[src/rtl/seq_mul_param.sv]
// rtl/seq_mul_param.sv - shift-add multiplier, WIDTH x WIDTH -> 2*WIDTH, signed/unsigned
module seq_mul_param #(
  parameter int WIDTH = 32
) (
  input  logic               clk,
  input  logic               rst,
  input  logic               start,
  input  logic               signed_mode,
  input  logic [WIDTH-1:0]   a,
  input  logic [WIDTH-1:0]   b,
  output logic               busy,
  output logic [2*WIDTH-1:0] res,
  output logic               finish
);

  localparam int CW = $clog2(WIDTH + 1);

  typedef enum logic [1:0] {IDLE, CALC, DONE} state_t;

  state_t           state;
  logic [WIDTH-1:0] mag_a;
  logic [2*WIDTH:0] prod;
  logic             neg;
  logic [CW-1:0]    cnt;

  logic [WIDTH-1:0] a_abs;
  logic [WIDTH-1:0] b_abs;
  logic [WIDTH:0]   upper;

  // Magnitudes fit in WIDTH unsigned bits, even for the most negative operand.
  always_comb begin
    a_abs = (signed_mode && a[WIDTH-1]) ? (~a + WIDTH'(1)) : a;
    b_abs = (signed_mode && b[WIDTH-1]) ? (~b + WIDTH'(1)) : b;
    upper = prod[2*WIDTH:WIDTH] + (prod[0] ? {1'b0, mag_a} : {(WIDTH+1){1'b0}});
  end

  always_ff @(posedge clk) begin
    if (rst) begin
      state  <= IDLE;
      busy   <= 1'b0;
      finish <= 1'b0;
      res    <= '0;
      mag_a  <= '0;
      prod   <= '0;
      neg    <= 1'b0;
      cnt    <= '0;
    end else begin
      finish <= 1'b0;
      case (state)
        IDLE: begin
          if (start) begin
            state <= CALC;
            busy  <= 1'b1;
            mag_a <= a_abs;
            neg   <= signed_mode & (a[WIDTH-1] ^ b[WIDTH-1]);
            cnt   <= '0;
            prod  <= {{(WIDTH+1){1'b0}}, b_abs};
          end
        end
        CALC: begin
          // Add-then-shift; the carry lands in the top bit before shifting down.
          prod <= {1'b0, upper, prod[WIDTH-1:1]};
          cnt  <= cnt + CW'(1);
          if (cnt == CW'(WIDTH - 1)) state <= DONE;
        end
        DONE: begin
          res    <= neg ? (~prod[2*WIDTH-1:0] + (2*WIDTH)'(1)) : prod[2*WIDTH-1:0];
          finish <= 1'b1;
          busy   <= 1'b0;
          state  <= IDLE;
        end
        default: state <= IDLE;
      endcase
    end
  end

endmodule

[config.mk]
export PLATFORM = sky130hd
export DESIGN_NAME = seq_mul_param
export DESIGN_NICKNAME = d
export VERILOG_FILES = /design/src/rtl/seq_mul_param.sv
export SDC_FILE = /design/constraint.sdc
export NUM_CORES = 1
export LEC_CHECK = 0
export ABC_AREA = 1
export ABC_CLOCK_PERIOD_IN_PS = 5100
export CORE_MARGIN = 4
export CORE_UTILIZATION = 35
export CTS_BUF_LIST = sky130_fd_sc_hd__clkbuf_4 sky130_fd_sc_hd__clkbuf_8
export DETAILED_ROUTE_END_ITERATION = 6
export PLACE_DENSITY = 0.64
export SLEW_MARGIN = 20
export SYNTH_ARGS = -nofsm -noshare
export SYNTH_HDL_FRONTEND = slang
export SYNTH_SLANG_ARGS = --single-unit
[constraint.sdc]
create_clock -name clk -period 5.1 [get_ports clk]
set_input_delay 1.02 -clock clk [delete_from_list [all_inputs] [get_ports clk]]
set_output_delay 1.02 -clock clk [all_outputs]
set_load 0.03 [all_outputs]
# --- Word level (Yosys, flattened, before mapping) ---
# Cells that the tools add are included.
word_totals:
  register_bits: 172
  input_bits: 68
  output_inout_bits: 66
  wordCells: 46
classes:
  add_sub_neg: 5
  eq_ne: 5
  n_mux: 14
  n_bitwise: 5
  n_reduce_logical: 9
ops:
  columns: ["op", "n"]
  rows:
  - ["65-bit case mux with 2 select lines", 1]
  - ["32-bit two-way mux", 3]
  - ["65-bit two-way mux", 1]
  - ["32-bit by 1-bit adder with 32-bit output, second input constant", 2]
  - ["64-bit by 1-bit adder with 64-bit output, second input constant", 1]
  - ["64-bit two-way mux", 1]
  - ["32-bit inverter", 2]
  - ["64-bit inverter", 1]
  - ["33-bit by 32-bit adder with 33-bit output", 1]
  - ["6-bit case mux with 2 select lines", 1]
  - ["2-bit AND reduction", 4]
  - ["6-bit by 1-bit adder with 6-bit output, second input constant", 1]
  - ["6-bit by 5-bit equality test with 1-bit output, second input constant", 1]
  - ["6-bit two-way mux", 1]
  - ["2-bit two-way mux", 2]
  - ["2-bit != test, second input constant", 2]
  - ["2-bit case mux with 2 select lines", 1]
  - ["2-bit nonzero test", 2]
  - ["2-bit by 1-bit equality test with 1-bit output, second input constant", 1]
  - ["2-bit equality test, second input constant", 1]
  - ["1-bit logical AND", 2]
  - ["2-bit logical NOT", 1]
  - ["1-bit two-way mux", 2]
  - ["1-bit case mux with 2 select lines", 1]
  - ["other kinds (2)", 2]

# --- Logic depth before layout (Yosys ltp) ---
depth:
  ltp_word: 5
  ltp_mapped: 18
  mapped_depth_nobuf: 16

# --- Least setup slack after synthesis ---
# Ideal clock, no wire load.
synth_timing:
  kind: "input to register"
  start: "input port a[0]"
  end: "register mag_a[26]"
  setup_time_ps: 113
  arrival_time_ps: 2152
  required_time_ps: 4987
  path_slack_ps: 2835
  path_stages: 11
  n_path_buf: 0
  cell_sequence: "inv_1 > ha_1 > nand3_1 > inv_1 > nand4_1 > o21ai_2 > nand3_1 > nand2_1 > nand2_1 > o21ai_1 > inv_1"
synth_between:
  elab_chain_cells: 3
synth_rtl:
  columns: ["element", "line", "source"]
  rows:
  - ["start: declaration", "9", "input logic [WIDTH-1:0] a,"]
  - ["32-bit inverter", "32", "a_abs = (signed_mode && a[WIDTH-1]) ? (~a + WIDTH'(1)) : a;"]
  - ["32-bit by 1-bit adder with 32-bit output", "32", null]
  - ["32-bit two-way mux", "32", null]
  - ["end signal: assignment", "54", "mag_a <= a_abs;"]
  - ["end: declaration", "21", "logic [WIDTH-1:0] mag_a;"]
# Every way passes these cells.
# A chain may end at the register's enable or synchronous reset.

# --- Final worst setup path ---
layout_timing:
  start: "register prod[0]"
  end: "register prod[63]"
layout_between:
  elab_chain_cells: 3
layout_rtl:
  columns: ["element", "line", "source"]
  rows:
  - ["start: declaration", "22", "logic [2*WIDTH:0] prod;"]
  - ["start signal: assignment", "57", "prod <= {{(WIDTH+1){1'b0}}, b_abs};"]
  - ["start signal: assignment", "62", "prod <= {1'b0, upper, prod[WIDTH-1:1]};"]
  - ["32-bit two-way mux", "34", "upper = prod[2*WIDTH:WIDTH] + (prod[0] ? {1'b0, mag_a} : {(WIDTH+1){1'b0}});"]
  - ["33-bit by 32-bit adder with 33-bit output", "34", null]
  - ["65-bit case mux with 2 select lines", "49", "case (state)"]
# Every way passes these cells.

==> results.md <==
* Antenna Nets Post-Route at 0
* Area Growth Syn to Fin at 16.3%
* Root buffer cell: clkbuf_8
* Cell with the most instances after synthesis: nand2_1
* DR iter-0 viols at 1237
* Cell Int Power at 2100 µW
* CP Launch Type: register
* Clk_skew at 0.0213 ns
* Worst Tran Pin Value at about 0.96 ns
* Setup WS post-layout at 2.13 ns
* Final Setup Violations at 0
* RSZ-0062 raised after global routing: no
* # Max-Cap Violations at 0
* Switching pwr at between 1000 and 1500 µW
* DP Wirelength at approximately 35000 µm
* Fraction of the cycle the final worst path needs at 0.582
* Total length of routed wires at 44700 µm
* Synth cell types at 48
* Min-Delay Path Class: register to register
* Hold Buf Count CTS at 0
* Final Instance Area at 15100 µm²
* Post-CTS setup buffers at 0
* Post-synth top area share at 0.263
* Sequential share of power at 0.446
* Primary FF master, synth: dfxtp_1
* Synth Instances at ~2200
* Global-route wire length before repair at 70000 µm
* Static leakage at 0.00743 µW
* CTS tree: built
* Final worst path period need at 2.97 ns
* #FFs+latches synth at between 150 and 200
* Mapped cell area at ~13000 µm²
* Core area at 36600 µm²
* Synth Net Count at 2353
* Die W at around 200 µm
* Post-synth EDFFs at 0
* Clk pwr share at 0.325
* CP Class: register to register
* Initial antenna violation count at 0
* Final cell count without fillers at 2815
* Total grt overflow at 0
* Synthesized area per cell at about 5.8 µm²
* Initial Utilization at 0.355
* Slew Viols, Final at 0
* Max VDD drop at roughly 0.14 mV
* Slew headroom at 0.358
* Placed cell area at 14700 µm²
* Final #Nets at 2438
* Placed cells at 2782
* Htree depth at 4
* I/O pin cnt at 134
* CP max FO at 21
* Commonest cells in the netlist: 645 x nand2_1, 333 x inv_1, 301 x nor2_1
* Resized Gates After CTS at 0
* CP required at 5.50 ns
* Port-buffer cells at 133
* Logic pwr share at 0.229
* Layout cells sized above 1 at 0.0435
* Vias in the first global route at 13100
* Post-Place Setup Slack at 1.66 ns
* Worst Setup End Kind: register
* Pwr/cell area at 215 nW/µm²
* Fill count at 4019
* Site Rows at 70
* Height of the chip at 201 µm
* Post-synth top area cell: dfxtp_1
* Longest Clk Path Bufs at 2
* Synth top area cells: dfxtp_1 26%, nand2_1 19%, inv_1 9.6%
* Post-synthesis async set-or-reset flop share at 0
* Vias at 14300
* Die area at 40300 µm²
* Synthesis warning total at 0
* Pre-antenna DRT Iters at 6
* Fin Setup TNS at 0 ns
* Crit path DAT at 3.37 ns
* Worst skew pair latency at just under 0.5 ns
* Final hold vios at 0
* Placer Congestion at around 0.97
* Largest net degree at the start of global routing at between 80 and 90
* Sequential fraction of the synthesis area at 0.263
* Peak Freq at 0.337 GHz
* Via density at 5.08
* Clock Pin Slew Worst Setup and Hold Paths at 0.10 ns
* CTS Buf Count at 17
* Sink Count at around 170
* Outcome: finished clean
* Residual DRC at 0
* Sw Share at 0.353
* Global Route Usage Sum at 0.213
* Routed length per instance at roughly 16 µm
==> power by group through the flow <==
stage	clock [µW]	combinational, µW	sequential (µW)
floorplan	0	525	1450
global placement	0	726	1480
detailed placement	0	734	1480
CTS	1080	737	1450
global route	1130	831	1450
finish	1050	742	1450
==> registers in the layout, indices dropped and copies added, names as in the netlist <==
register and cells:
neg 1, state 2, mag_a 32, res 64, cnt 6, prod 64
finish 1, busy 1
==> cell usage in the layout, fill, tap and decap left out, types with 8 or more instances in the layout <==
cell type        count
ha_1                36
a21oi_1            140
buf_4               11
xor2_1              28
o21ai_0             90
dfxtp_1            170
nor3_1              21
nor2_1             298
a31oi_1             14
o21ai_1             20
clkdlybuf4s50_1    132
nor2_2              10
nand3_1            210
nand2_1            645
inv_1              333
clkbuf_8            17
a22oi_1             20
nand3b_1            14
xnor2_1              8
nand4_1             28
inv_2                9
o211ai_1             8
==> cell type report <==
class / count / area (µm²) / area share
clock buffers: 17 / 234 / 0.0155
inverters: 344 / 1290 / 0.0854
diodes: 1 / 2.50 / 0.000166
multi-input cells: 1656 / 7980 / 0.528
well taps: 468 / 586 / 0.0387
clock inverters: 15 / 199 / 0.0132
repair buffers: 143 / 1400 / 0.0929
flip-flops and latches: 171 / 3420 / 0.227
==> per-stage QoR <==
stage / utilization / total power [µW] / hold WS (ns)
floorplan: - / 1980 / 0.437
global placement: 0.401 / 2200 / 0.457
detailed placement: 0.401 / 2210 / 0.470
CTS: 0.413 / 3270 / 0.492
global route: 0.413 / 3410 / 0.519
finish: 0.413 / 3240 / 0.491
==> critical path: stages, from the launching register on <==
cell,delay (ns)
dfxtp_1,0.81
buf_4,0.31
nand2_1,0.16
fa_1,0.41
inv_1,0.17
nand3_1,0.09
nand3_1,0.16
nand2_1,0.07
nand2_1,0.13
nand3_1,0.09
nand2_1,0.13
nand2_1,0.06
nand2_1,0.09
nand2_1,0.06
a21oi_1,0.13
==> path summary, 6_finish.rpt <==
kind,startpoint,endpoint,slack [ns],depth (start not counted)
min,cnt[3],cnt[3],0.49,2
max,prod[0],prod[63],2.13,14
min reg2reg,cnt[3],cnt[3],0.49,2
max reg2reg,prod[0],prod[63],2.13,14
==> kinds of logic after synthesis <==
logic type	share of synthesized area
AO/OA/AOI/OAI	0.142
XOR/XNOR	0.0243
adder cells (fa/ha/maj)	0.0362
buffers and inverters	0.125
flip-flops	0.263
AND/OR/NAND/NOR	0.409
==> per-layer routing <==
| layer | global-route usage | part of all wire | routed length (µm) | vias up |
|---|---|---|---|---|
| li1 | - | - | - | 7317 |
| met5 | 0 | 0 | 0 | - |
| met1 | 0.309 | 0.48 | 21500 | 6487 |
| met3 | 0.0254 | 0.059 | 2650 | 58 |
| met4 | 0.0585 | 0.022 | 1010 | 0 |
| met2 | 0.334 | 0.44 | 19500 | 445 |
(Power assumes the default switching activity.)
